## src/rtl/popcount_pkg.sv

```systemverilog
// Shared types and elaboration-time sizing helpers for the folded popcount.
package popcount_pkg;

    typedef enum logic [1:0] {
        IDLE = 2'd0,
        ACC  = 2'd1,
        DONE = 2'd2
    } state_t;

    // Smallest r with 2**r >= v; clog2(1) = 0.
    function automatic int unsigned clog2(input int unsigned v);
        int unsigned r;
        int unsigned p;
        r = 0;
        p = 1;
        while (p < v) begin
            p = p << 1;
            r = r + 1;
        end
        return r;
    endfunction

    function automatic int unsigned nchunk(input int unsigned width, input int unsigned chunk_w);
        return (width + chunk_w - 1) / chunk_w;
    endfunction

    function automatic int unsigned out_w(input int unsigned width);
        return clog2(width + 1);
    endfunction

    // Index counter width; at least one bit even for a single chunk.
    function automatic int unsigned idx_w(input int unsigned n);
        return (n > 1) ? clog2(n) : 1;
    endfunction

endpackage

```

## src/rtl/popcount_chunk.sv

```systemverilog
// Combinational popcount of one masked chunk, built as a balanced adder tree.
module popcount_chunk
    import popcount_pkg::*;
#(
    parameter  int unsigned CHUNK_W = 8,
    localparam int unsigned CNT_W   = clog2(CHUNK_W + 1)
) (
    input  logic [CHUNK_W-1:0] chunk,
    input  logic [CHUNK_W-1:0] mask,
    output logic [CNT_W-1:0]   count_c
);

    // Heap layout: leaves at [CHUNK_W, 2*CHUNK_W-1], node i sums children 2i and 2i+1, root is node 1.
    logic [CNT_W-1:0] node [1:2*CHUNK_W-1];

    always_comb begin
        for (int i = 0; i < int'(CHUNK_W); i++) begin
            node[int'(CHUNK_W) + i] = CNT_W'(chunk[i] & mask[i]);
        end
        for (int i = int'(CHUNK_W) - 1; i >= 1; i--) begin
            node[i] = node[2*i] + node[2*i+1];
        end
    end

    assign count_c = node[1];

endmodule

```

## src/rtl/popcount_fold_acc.sv

```systemverilog
// Folded popcount: one CHUNK_W slice per cycle accumulated over NCHUNK cycles,
// with optional low-bit dropping per chunk and valid/ready on both sides.
module popcount_fold_acc
    import popcount_pkg::*;
#(
    parameter  int unsigned WIDTH       = 22,
    parameter  int unsigned CHUNK_W     = 8,
    parameter  int unsigned APPROX_DROP = 2,
    localparam int unsigned NCHUNK      = nchunk(WIDTH, CHUNK_W),
    localparam int unsigned OUT_W       = out_w(WIDTH)
) (
    input  logic             clk,
    input  logic             rst_n,
    input  logic             in_valid,
    output logic             in_ready,
    input  logic [WIDTH-1:0] input_a,
    input  logic             approx_en,
    output logic             out_valid,
    input  logic             out_ready,
    output logic [OUT_W-1:0] popcount_out,
    output logic             out_approx
);

    localparam int unsigned CNT_W = clog2(CHUNK_W + 1);
    localparam int unsigned PAD_W = NCHUNK * CHUNK_W;
    localparam int unsigned IDX_W = idx_w(NCHUNK);

    localparam logic [IDX_W-1:0]   LAST_IDX    = IDX_W'(NCHUNK - 1);
    localparam logic [CHUNK_W-1:0] APPROX_MASK = {CHUNK_W{1'b1}} << APPROX_DROP;

    state_t             state;
    logic [PAD_W-1:0]   sreg;
    logic [PAD_W-1:0]   sreg_shift;
    logic [OUT_W-1:0]   acc;
    logic [IDX_W-1:0]   idx;
    logic               approx_q;

    logic [CHUNK_W-1:0] mask_c;
    logic [CNT_W-1:0]   chunk_cnt_c;
    logic [OUT_W-1:0]   sum_c;
    logic               in_fire_c;

    assign in_ready  = (state == IDLE) | ((state == DONE) & out_ready);
    assign in_fire_c = in_valid & in_ready;

    assign mask_c = approx_q ? APPROX_MASK : {CHUNK_W{1'b1}};
    // Chunk count never exceeds WIDTH, so the OUT_W accumulator cannot wrap.
    assign sum_c  = acc + OUT_W'(chunk_cnt_c);

    // The current chunk always sits in the low CHUNK_W bits; the rest shifts down behind it.
    if (NCHUNK > 1) begin : g_shift
        assign sreg_shift = {{CHUNK_W{1'b0}}, sreg[PAD_W-1:CHUNK_W]};
    end else begin : g_no_shift
        assign sreg_shift = '0;
    end

    popcount_chunk #(
        .CHUNK_W (CHUNK_W)
    ) u_chunk (
        .chunk   (sreg[CHUNK_W-1:0]),
        .mask    (mask_c),
        .count_c (chunk_cnt_c)
    );

    // Control FSM with registered result; a new input transfer overrides the state update.
    always_ff @(posedge clk or negedge rst_n) begin
        if (!rst_n) begin
            state        <= IDLE;
            sreg         <= '0;
            acc          <= '0;
            idx          <= '0;
            approx_q     <= 1'b0;
            popcount_out <= '0;
            out_approx   <= 1'b0;
            out_valid    <= 1'b0;
        end else begin
            case (state)
                ACC: begin
                    acc  <= sum_c;
                    sreg <= sreg_shift;
                    idx  <= idx + 1'b1;
                    if (idx == LAST_IDX) begin
                        popcount_out <= sum_c;
                        out_approx   <= approx_q;
                        out_valid    <= 1'b1;
                        state        <= DONE;
                    end
                end
                DONE: begin
                    if (out_ready) begin
                        out_valid <= 1'b0;
                        state     <= IDLE;
                    end
                end
                default: state <= IDLE;
            endcase

            if (in_fire_c) begin
                sreg     <= PAD_W'(input_a);
                approx_q <= approx_en;
                acc      <= '0;
                idx      <= '0;
                state    <= ACC;
            end
        end
    end

endmodule

```

## config.mk

```make
export PLATFORM = sky130hd
export DESIGN_NAME = popcount_fold_acc
export DESIGN_NICKNAME = d
export VERILOG_FILES = /design/src/rtl/popcount_pkg.sv /design/src/rtl/popcount_chunk.sv /design/src/rtl/popcount_fold_acc.sv
export SDC_FILE = /design/constraint.sdc
export NUM_CORES = 1
export LEC_CHECK = 0
export ABC_AREA = 0
export CORE_ASPECT_RATIO = 0.9
export CORE_MARGIN = 3
export CORE_UTILIZATION = 36
export DETAILED_ROUTE_END_ITERATION = 16
export PLACE_DENSITY_LB_ADDON = 0.2
export SLEW_MARGIN = 40
export SYNTH_ARGS = -nofsm -noshare
export SYNTH_HDL_FRONTEND = slang
export SYNTH_SLANG_ARGS = --single-unit
```

## constraint.sdc

```tcl
create_clock -name clk -period 9.6 [get_ports clk]
set_input_delay 0.96 -clock clk [delete_from_list [all_inputs] [get_ports clk]]
set_output_delay 0.96 -clock clk [all_outputs]
set_load 0.005 [all_outputs]
```

==> run_results.csv, run 1 <==
group,metric,value,unit
yosys,synthTopCellsByArea,"dfrtp_1, a221o_1, fa_1",
worst_setup_path,start_kind,"flip-flop",
sta,slew_violations,0,
sta,final-setup-viol-count,0,
sta,rsz0062_at_grt,"no",
floorplan,dieHeight,77.9,microns
yosys,yosys_warnings,0,
placement,hpwl,2.73,mm
placement,portBuffers,34,
cells_and_area,nFillCells,506,
pwr,ir_worst_vdd,0.000167,V
global_routing,grt_usage,12.8,%
outcome,status,"finished, final reports clean",
yosys,yosys.area.top_type,"dfrtp_1",
global_routing,grt_pass1_wl,6.69,mm
global_routing,grt_max_degree,40,
floorplan,core-area,5410,sq um
sta,worst_slew_pin_slew,497,ps
cells_and_area,nNetsFinal,264,
clock_tree,htree_levels,2,
yosys,synth.net_count,230,
worst_setup_path,critPathCaptureType,"flip-flop",
global_routing,use_met3,3.61,%
floorplan,start_util,38.2,%
sta,finalHoldViolations,0,
global_routing,grt_util_met2,18.6,%
drt,drc_errors,0,
yosys,synth.distinct_cells,34,
drt,num_vias,1405,
sta,finClkSkew,7.48,ps
yosys,synthCells,190,
worst_setup_path,criticalPathCategory,"flip-flop to flip-flop",
yosys,ys.flop_type,"dfrtp_1",
worst_setup_path,critPathArrivalTime,4060,ps
yosys,async_flop_share,100,%
worst_setup_path,worst-endpoint-required,9820,ps
placement,gp_congestion,0.737,
floorplan,pin_count,35,
clock_tree,worstSkewPairLatency,290,ps
worst_setup_path,timing.rr.start,"sreg[2]",
cells_and_area,drive_above_1_share,8.00,%
clock_tree,clock_sinks,39,
pwr,power_leakage,0.00116,uW
pwr,power_density,396,nW/um^2
floorplan,dieArea,6690,sq um
worst_hold_path,hp-class,"flip-flop to flip-flop",
sta,relSlewSlack,66.9,%
clock_tree,clkTransAtPathRegs,80,ps
worst_hold_path,hold_start,"popcount_out[3]",
cells_and_area,multi_input_area,938,sq um
drt,drt_iter0_drc,61,
worst_setup_path,cp_max_fo,3,
yosys,avgSynthCellArea,10.9,sq um
drt,vias_per_cell,4.81,
yosys,synth_top_cell_area_share,47.2,%
floorplan,rows,25,
floorplan,die_w,85.9,microns
clock_tree,cts_inserted_buffers,5,
run,cap_viol_max_count,0,
drt,wl_per_cell,13.4,microns
drt,ant_nets,0,
global_routing,busiest_layer,"met2",
clock_tree,cts_tree,"done",
sta,finalSetupTns,0,ps
drt,wl,3.90,mm
sta,fin_crit_sh,40.0,%
sta,period_minus_slack,3840,ps
yosys,ys_seq_area_share,47.2,%
clock_tree,clockBufferDepth,2,
cells_and_area,diodes,0,
worst_setup_path,r2r_cells,12,
cells_and_area,final_cell_mix,"dfrtp_1, clkdlybuf4s50_1, inv_1",
cells_and_area,regArea,976,sq um
clock_tree,post_cts_buffers,0,
sta,fmax,260,MHz
global_routing,grt_antenna_before_repair,0,
worst_setup_path,rrSetupSlack,5760,ps
yosys,syn_area,2070,sq um
worst_setup_path,r2r-end,"acc[4]",
global_routing,grt_overflow_total,0,
global_routing,gr-usage-met1,18.1,%
worst_hold_path,hold_path_depth,2,
yosys,synth_edf_count,0,
cells_and_area,final_common_cell,"dfrtp_1",
clock_tree,cts-hold-fix-buffers,0,
pwr,power.total,1020,uW
worst_hold_path,min_to,"popcount_out[3]",
drt,dr.pass1.iters,4,
yosys,synth_seq_cells,39,
clock_tree,cts_resized,0,
cells_and_area,area_growth,24.8,%
clock_tree,root_buffer,"clkbuf_8",
global_routing,grt_pass1_vias,1378,
==> report_power, final <==
| group | internal [uW] | leakage (uW) | switching [uW] |
|---|---|---|---|
| clock | 104 | 0.0000654 | 58.8 |
| combinational | 282 | 0.000604 | 291 |
| sequential | 240 | 0.000494 | 46.0 |
==> synth_stat cells (all sizes together), types with 2 or more instances <==
cell type	n
nand3	2
nand2	19
inv	26
o21ai	3
mux2	8
nor2b	3
a21oi	8
fa	5
a221o	12
ha	8
and2	12
nand2b	6
nor2	4
dfrtp	39
xnor2	3
o31ai	2
mux2i	8
o211ai	2
buf	9
==> flip-flops by register name, indices dropped and copies added, names as in the netlist <==
signal and count:
sreg 22, state 2, idx 2, out_valid 1
out_approx 1, approx_q 1, popcount_out 5, acc 5
==> logic make-up (layout without fill, tap and decap cells) <==
kind of cell	count (synthesis)	in the layout	synth area share, %
mux	16	16	8.23
compound gates	34	34	12.9
simple gates	50	50	12.9
fa+ha+maj	13	13	9.68
flops	39	39	47.2
xor+xnor	3	3	1.27
buf+inv	35	70	7.80
==> routing by layer <==
layer,part of all wire [%],wire length [microns]
met4,1.4,53
met2,44,1720
met1,50,1950
met5,0,0
met3,4.6,178
==> through the flow <==
stage	utilization, %	hold slack (ps)	std cells	setup WS (ps)	cell area [sq um]
after CTS	47.7	491	292	5740	2580
after global placement	45.2	465	284	5850	2440
final	47.7	484	292	5760	2580
after detailed placement	45.2	473	284	5760	2450
after floorplan	-	470	190	5910	2070
after global routing	47.7	514	292	5550	2580
==> how the worst max path moves through the flow <==
stage | cells after the start | slack (ps) | end | startpoint
after detailed placement | 12 | 5760 | acc[4] | sreg[2]
after floorplan | 12 | 5910 | acc[4] | sreg[2]
after global placement | 12 | 5850 | acc[4] | sreg[2]
final | 12 | 5760 | acc[4] | sreg[2]
after CTS | 12 | 5740 | acc[4] | sreg[2]
after global routing | 12 | 5550 | acc[4] | sreg[2]
==> critical path, cell delays in order (launching register included) <==
cell,delay [ps]
dfrtp_1,360
inv_1,60
fa_1,550
fa_1,450
fa_1,520
inv_1,40
ha_1,180
inv_1,70
fa_1,450
fa_1,440
nand2b_1,200
a2111o_1,370
o211ai_1,80
==> cell type report <==
class	count	area share [%]
clock buffer	6	2.81
clock inverter	2	2.33
multi-input combinational	116	36.4
sequential	39	37.8
tap	67	3.25
inverter	26	3.78
timing repair buffer	36	13.7
Power figures use the tool's default switching activity.
==> inputs of run 2 (changes only) <==
==> constraint.sdc (replaced) <==
create_clock -name clk -period 3.55 [get_ports clk]
set_input_delay 0.355 -clock clk [delete_from_list [all_inputs] [get_ports clk]]
set_output_delay 0.355 -clock clk [all_outputs]
set_load 0.005 [all_outputs]
==> run 2 against run 1 <==
  * Critical endpoint unchanged
  * The flow now finishes with violations (negative setup slack)
  * Routed wire length rose by 5.1%
  * Flip-flop and latch count did not move
  * Via count rose by 4.0%
==> run_results.csv, run 2 (same netlist as run 1, synthesis figures left out) <==
group,metric,value,unit
worst_setup_path,rrSetupSlack,-70,ps
pwr,power.total,3210,uW
drt,vias_per_cell,4.94,
pwr,ir_worst_vdd,0.000859,V
drt,num_vias,1461,
pwr,power_leakage,0.00120,uW
sta,finClkSkew,6.51,ps
sta,fin_crit_sh,102,%
cells_and_area,diodes,0,
cells_and_area,fin_cells,296,
pwr,power_density,1200,nW/um^2
cells_and_area,nNetsFinal,269,
cells_and_area,regMostFlops,"sreg",
worst_setup_path,r2r-end,"acc[4]",
clock_tree,clkTransAtPathRegs,80,ps
clock_tree,cts-hold-fix-buffers,0,
floorplan,dieArea,6690,sq um
sta,period_minus_slack,3620,ps
worst_setup_path,crit_start,"sreg[2]",
global_routing,grt_pass1_wl,6.78,mm
sta,slew_violations,0,
floorplan,dieHeight,77.9,microns
placement,dp_slack,-148,ps
global_routing,grt_pass1_vias,1470,
clock_tree,cts_tree,"done",
placement,dp_cells,287,
drt,ant_nets,0,
cells_and_area,largest_register_ffs,22,
worst_setup_path,start_kind,"flip-flop",
worst_setup_path,critPathArrivalTime,3830,ps
sta,relSlewSlack,65.6,%
cells_and_area,finalInstanceArea,2670,sq um
worst_setup_path,cp_max_fo,3,
cells_and_area,nFillCells,488,
sta,final-setup-viol-count,4,
global_routing,grt_overflow_total,0,
clock_tree,worstSkewPairLatency,290,ps
placement,place_area,2480,sq um
placement,portBuffers,34,
cells_and_area,reg.largest.list,"sreg: 22 flops, acc: 5 flops, popcount_out: 5 flops",
drt,wl_per_cell,13.9,microns
drt,wl,4.10,mm
clock_tree,root_buffer,"clkbuf_8",
global_routing,grt_usage,12.8,%
global_routing,grt_antenna_before_repair,0,
worst_setup_path,r2r_cells,12,
drt,drc_errors,0,
cells_and_area,drive_above_1_share,16.2,%
run,cap_viol_max_count,0,
sta,rsz0062_at_grt,"yes",
sta,worst_slack,-66.9,ps
worst_setup_path,crit_end,"acc[4]",
floorplan,die_w,85.9,microns
placement,gp_congestion,0.749,
floorplan,rows,25,
outcome,violations,"negative setup slack",
worst_setup_path,criticalPathCategory,"flip-flop to flip-flop",
worst_hold_path,hp-class,"input port to asynchronous set/reset pin",
floorplan,core-area,5410,sq um
placement,hpwl,2.69,mm
floorplan,start_util,38.2,%
worst_setup_path,timing.rr.start,"sreg[2]",
sta,whs,33.2,ps
clock_tree,clock_sinks,39,
sta,finalHoldViolations,0,
cells_and_area,final_common_cell,"dfrtp_1",
clock_tree,htree_levels,2,
worst_setup_path,critPathCaptureType,"flip-flop",
worst_setup_path,worst-endpoint-required,3760,ps
floorplan,pin_count,35,
cells_and_area,area_growth,29.1,%
clock_tree,clockBufferDepth,2,
outcome,status,"complete, but fails checks",
sta,worst_slew_pin_slew,515,ps
cells_and_area,final_cell_mix,"dfrtp_1, clkdlybuf4s50_1, inv_1",
global_routing,grt_max_degree,40,
sta,fmax,276,MHz
drt,drt_iter0_drc,77,
clock_tree,cts_inserted_buffers,5,
drt,dr.pass1.iters,4,
[run 2: worst max-delay path, cell delays in order (launching register included)]
cell,delay [ps]
dfrtp_1,360
inv_2,40
fa_1,550
fa_1,430
fa_1,430
inv_1,60
ha_2,170
inv_2,40
fa_2,480
fa_2,370
nand2b_4,160
a2111o_1,360
o211ai_1,80
[run 2: final cells by class]
type	count	area, sq um	share of cell area (%)
inverter	26	97.6	3.66
clock buffer	5	68.8	2.58
tap	67	83.8	3.14
sequential	39	976	36.6
timing repair buffer	41	390	14.6
clock inverter	2	37.5	1.41
multi-input combinational	116	1020	38.1
[run 2: what timing repair did]
item                                    4_1_cts  5_1_grt
hold endpoints to repair                      0        0
gates resized for setup                       7        8
endpoints found under the setup margin        6        7
pin swaps                                     3        3
setup buffers                                 0        2
[run 2: how the worst min path moves through the flow]
stage | slack (ps) | startpoint | endpoint
after floorplan | 60 | rst_n | acc[0]
after global placement | 470 | popcount_out[1] | popcount_out[1]
after detailed placement | 370 | rst_n | popcount_out[2]
after CTS | 40 | rst_n | sreg[3]
after global routing | 70 | rst_n | popcount_out[3]
final | 30 | rst_n | popcount_out[4]
[run 2: metrics by stage]
stage               setup TNS [ps]  utilization, %
detailed placement            -435            45.8
finish                        -151            49.3
global route                  -928            49.3
floorplan                        0               -
CTS                           -319            48.0
global placement              -129            45.8
[run 2: per-layer routing]
| layer | routed length, microns | GRT usage [%] | vias up |
|---|---|---|---|
| met5 | 0 | 0 | - |
| li1 | - | - | 725 |
| met1 | 2000 | 16.7 | 696 |
| met2 | 1860 | 20.4 | 32 |
| met4 | 53 | 4.27 | 0 |
| met3 | 185 | 3.61 | 8 |
[run 2: power by group]
part           internal, uW  switching [uW]  total, uW
Clock                   205             157        363
Sequential              649             127        776
Combinational          1110             965       2070
Total                  1960            1250       3210
==> inputs of run 3 (changes only) <==
--- a/config.mk
+++ b/config.mk
@@ -11,7 +11,7 @@
 export CORE_UTILIZATION = 36
 export DETAILED_ROUTE_END_ITERATION = 16
 export PLACE_DENSITY_LB_ADDON = 0.2
-export SLEW_MARGIN = 40
+export SLEW_MARGIN = 0
 export SYNTH_ARGS = -nofsm -noshare
 export SYNTH_HDL_FRONTEND = slang
 export SYNTH_SLANG_ARGS = --single-unit
==> constraint.sdc (replaced) <==
create_clock -name clk -period 3 [get_ports clk]
set_input_delay 0.3 -clock clk [delete_from_list [all_inputs] [get_ports clk]]
set_output_delay 0.3 -clock clk [all_outputs]
set_load 0.005 [all_outputs]
==> run 3 against run 2 <==
  * The flow still finishes with violations (negative setup slack)
  * Setup slack got worse by 500 ps
  * Non-clock buffer count increased by 8
  * Maximum frequency increased by 1.3%
  * Die area unchanged
  * Design area increased by 2.8%
  * Power increased by 25%
  * Routed wire length decreased by 7.2%
  * Sequential power increased by 17%
==> run_results.csv, run 3 (same netlist as run 1, synthesis figures left out) <==
group,metric,value,unit
outcome,status,"complete, but fails checks",
outcome,violations,"negative setup slack",
global_routing,grt_antenna_before_repair,0,
floorplan,core-area,5410,sq um
worst_setup_path,crit_start,"sreg[2]",
placement,place_area,2530,sq um
worst_setup_path,critPathCaptureType,"flip-flop",
sta,worst_slack,-571,ps
global_routing,grt_pass1_vias,1416,
global_routing,grt_pass1_wl,6.80,mm
worst_setup_path,cp_cell_sequence,"inv_2 -> fa_1 -> fa_1 -> fa_1 -> inv_1 -> ha_2 -> inv_2 -> fa_2 -> fa_2 -> nand2b_4 -> a2111o_1 -> o211ai_1",
worst_hold_path,hp-class,"input port to asynchronous set/reset pin",
pwr,power.total,4000,uW
worst_setup_path,r2r_cells,12,
cells_and_area,regMostFlops,"sreg",
sta,relSlewSlack,41.7,%
cells_and_area,nNetsFinal,277,
floorplan,start_util,38.2,%
clock_tree,clkTransAtPathRegs,80,ps
sta,fin_crit_sh,119,%
placement,portBuffers,34,
cells_and_area,final_common_cell,"dfrtp_1",
clock_tree,cts_tree,"done",
global_routing,grt_usage,12.7,%
cells_and_area,nFillCells,504,
clock_tree,cts-hold-fix-buffers,0,
sta,period_minus_slack,3570,ps
drt,num_vias,1461,
cells_and_area,finalInstanceArea,2740,sq um
drt,dr.pass1.iters,4,
worst_setup_path,criticalPathCategory,"flip-flop to flip-flop",
sta,slew_violations,0,
global_routing,grt_overflow_total,0,
worst_setup_path,cpMaxStageDelayCell,"fa_1",
worst_setup_path,crit_top_cell,"fa_1",
drt,vias_per_cell,4.79,
clock_tree,cts_inserted_buffers,5,
worst_setup_path,rrSetupSlack,-570,ps
clock_tree,htree_levels,2,
floorplan,rows,25,
worst_setup_path,worst-endpoint-required,3210,ps
floorplan,dieHeight,77.9,microns
pwr,ir_worst_vdd,0.00104,V
sta,final-setup-viol-count,8,
global_routing,grt_max_degree,40,
worst_setup_path,worst-path-stages,12,
worst_setup_path,start_kind,"flip-flop",
clock_tree,clockBufferDepth,2,
floorplan,pin_count,35,
sta,finalSetupTns,-4050,ps
placement,gp_congestion,0.729,
clock_tree,worstSkewPairLatency,290,ps
pwr,power_density,1460,nW/um^2
placement,hpwl,2.73,mm
run,cap_viol_max_count,0,
drt,wl_per_cell,12.5,microns
worst_setup_path,critPathArrivalTime,3790,ps
cells_and_area,final_cell_mix,"dfrtp_1, clkdlybuf4s50_1, inv_1",
cells_and_area,drive_above_1_share,19.7,%
sta,worst_slew_pin_slew,875,ps
drt,drt_iter0_drc,100,
sta,rsz0062_at_grt,"yes",
placement,dp_cells,294,
clock_tree,clock_sinks,39,
floorplan,dieArea,6690,sq um
floorplan,die_w,85.9,microns
drt,drc_errors,0,
drt,ant_nets,0,
worst_setup_path,timing.rr.start,"sreg[2]",
clock_tree,root_buffer,"clkbuf_8",
pwr,power_leakage,0.00125,uW
sta,finClkSkew,11.1,ps
cells_and_area,reg.largest.list,"sreg: 22 flops, acc: 5 flops, popcount_out: 5 flops",
worst_setup_path,crit_end,"acc[4]",
sta,finalHoldViolations,0,
cells_and_area,area_growth,32.7,%
cells_and_area,diodes,0,
worst_setup_path,cp_max_fo,3,
worst_setup_path,max_stage_delay,540,ps
cells_and_area,fin_cells,305,
cells_and_area,fin_util,50.7,%
sta,fmax,280,MHz
drt,wl,3.81,mm
worst_setup_path,crit_buf_inv,3,
worst_setup_path,crit_family,"adder cells",
worst_setup_path,r2r-end,"acc[4]",
cells_and_area,largest_register_ffs,22,
-- run 3: layer usage --
layer  track usage (%)  share of wire (%)  wire length [microns]
met3              3.40                3.7                    140
met4              3.64               0.21                      8
met1              18.3                 50                   1900
met5                 0                  0                      0
met2              18.7                 46                   1760
-- run 3: cell type report --
type | count | area (sq um) | share of cell area (%)
clock buffer | 5 | 68.8 | 2.51
inverter | 26 | 97.6 | 3.56
tap | 67 | 83.8 | 3.06
sequential | 39 | 976 | 35.6
timing repair buffer | 49 | 452 | 16.5
multi-input combinational | 116 | 1020 | 37.3
clock inverter | 3 | 43.8 | 1.60
-- run 3: worst min-delay path by stage --
stage                         start              end  slack, ps  depth (start not counted)
floorplan                     rst_n           acc[0]          4                          0
global placement    popcount_out[3]  popcount_out[3]        470                          2
detailed placement            rst_n  popcount_out[2]        480                          1
CTS                           rst_n  popcount_out[2]        150                          1
global route                  rst_n        out_valid        210                          1
finish                        rst_n  popcount_out[2]        120                          1
-- run 3: report_power, final --
part | internal (uW) | switching, uW
clock network | 248 | 188
registers | 767 | 143
logic | 1510 | 1150
total | 2520 | 1480
-- run 3: repair_timing --
action	in CTS	in global routing
gates resized for setup	7	7
setup endpoints to repair	8	8
pin swaps	5	6
setup buffers	0	3
-- run 3: per-stage QoR --
stage,hold slack (ps),setup WS [ps]
CTS,154,-610
finish,118,-571
global route,209,-747
detailed placement,475,-631
global placement,469,-579
floorplan,4.41,-507
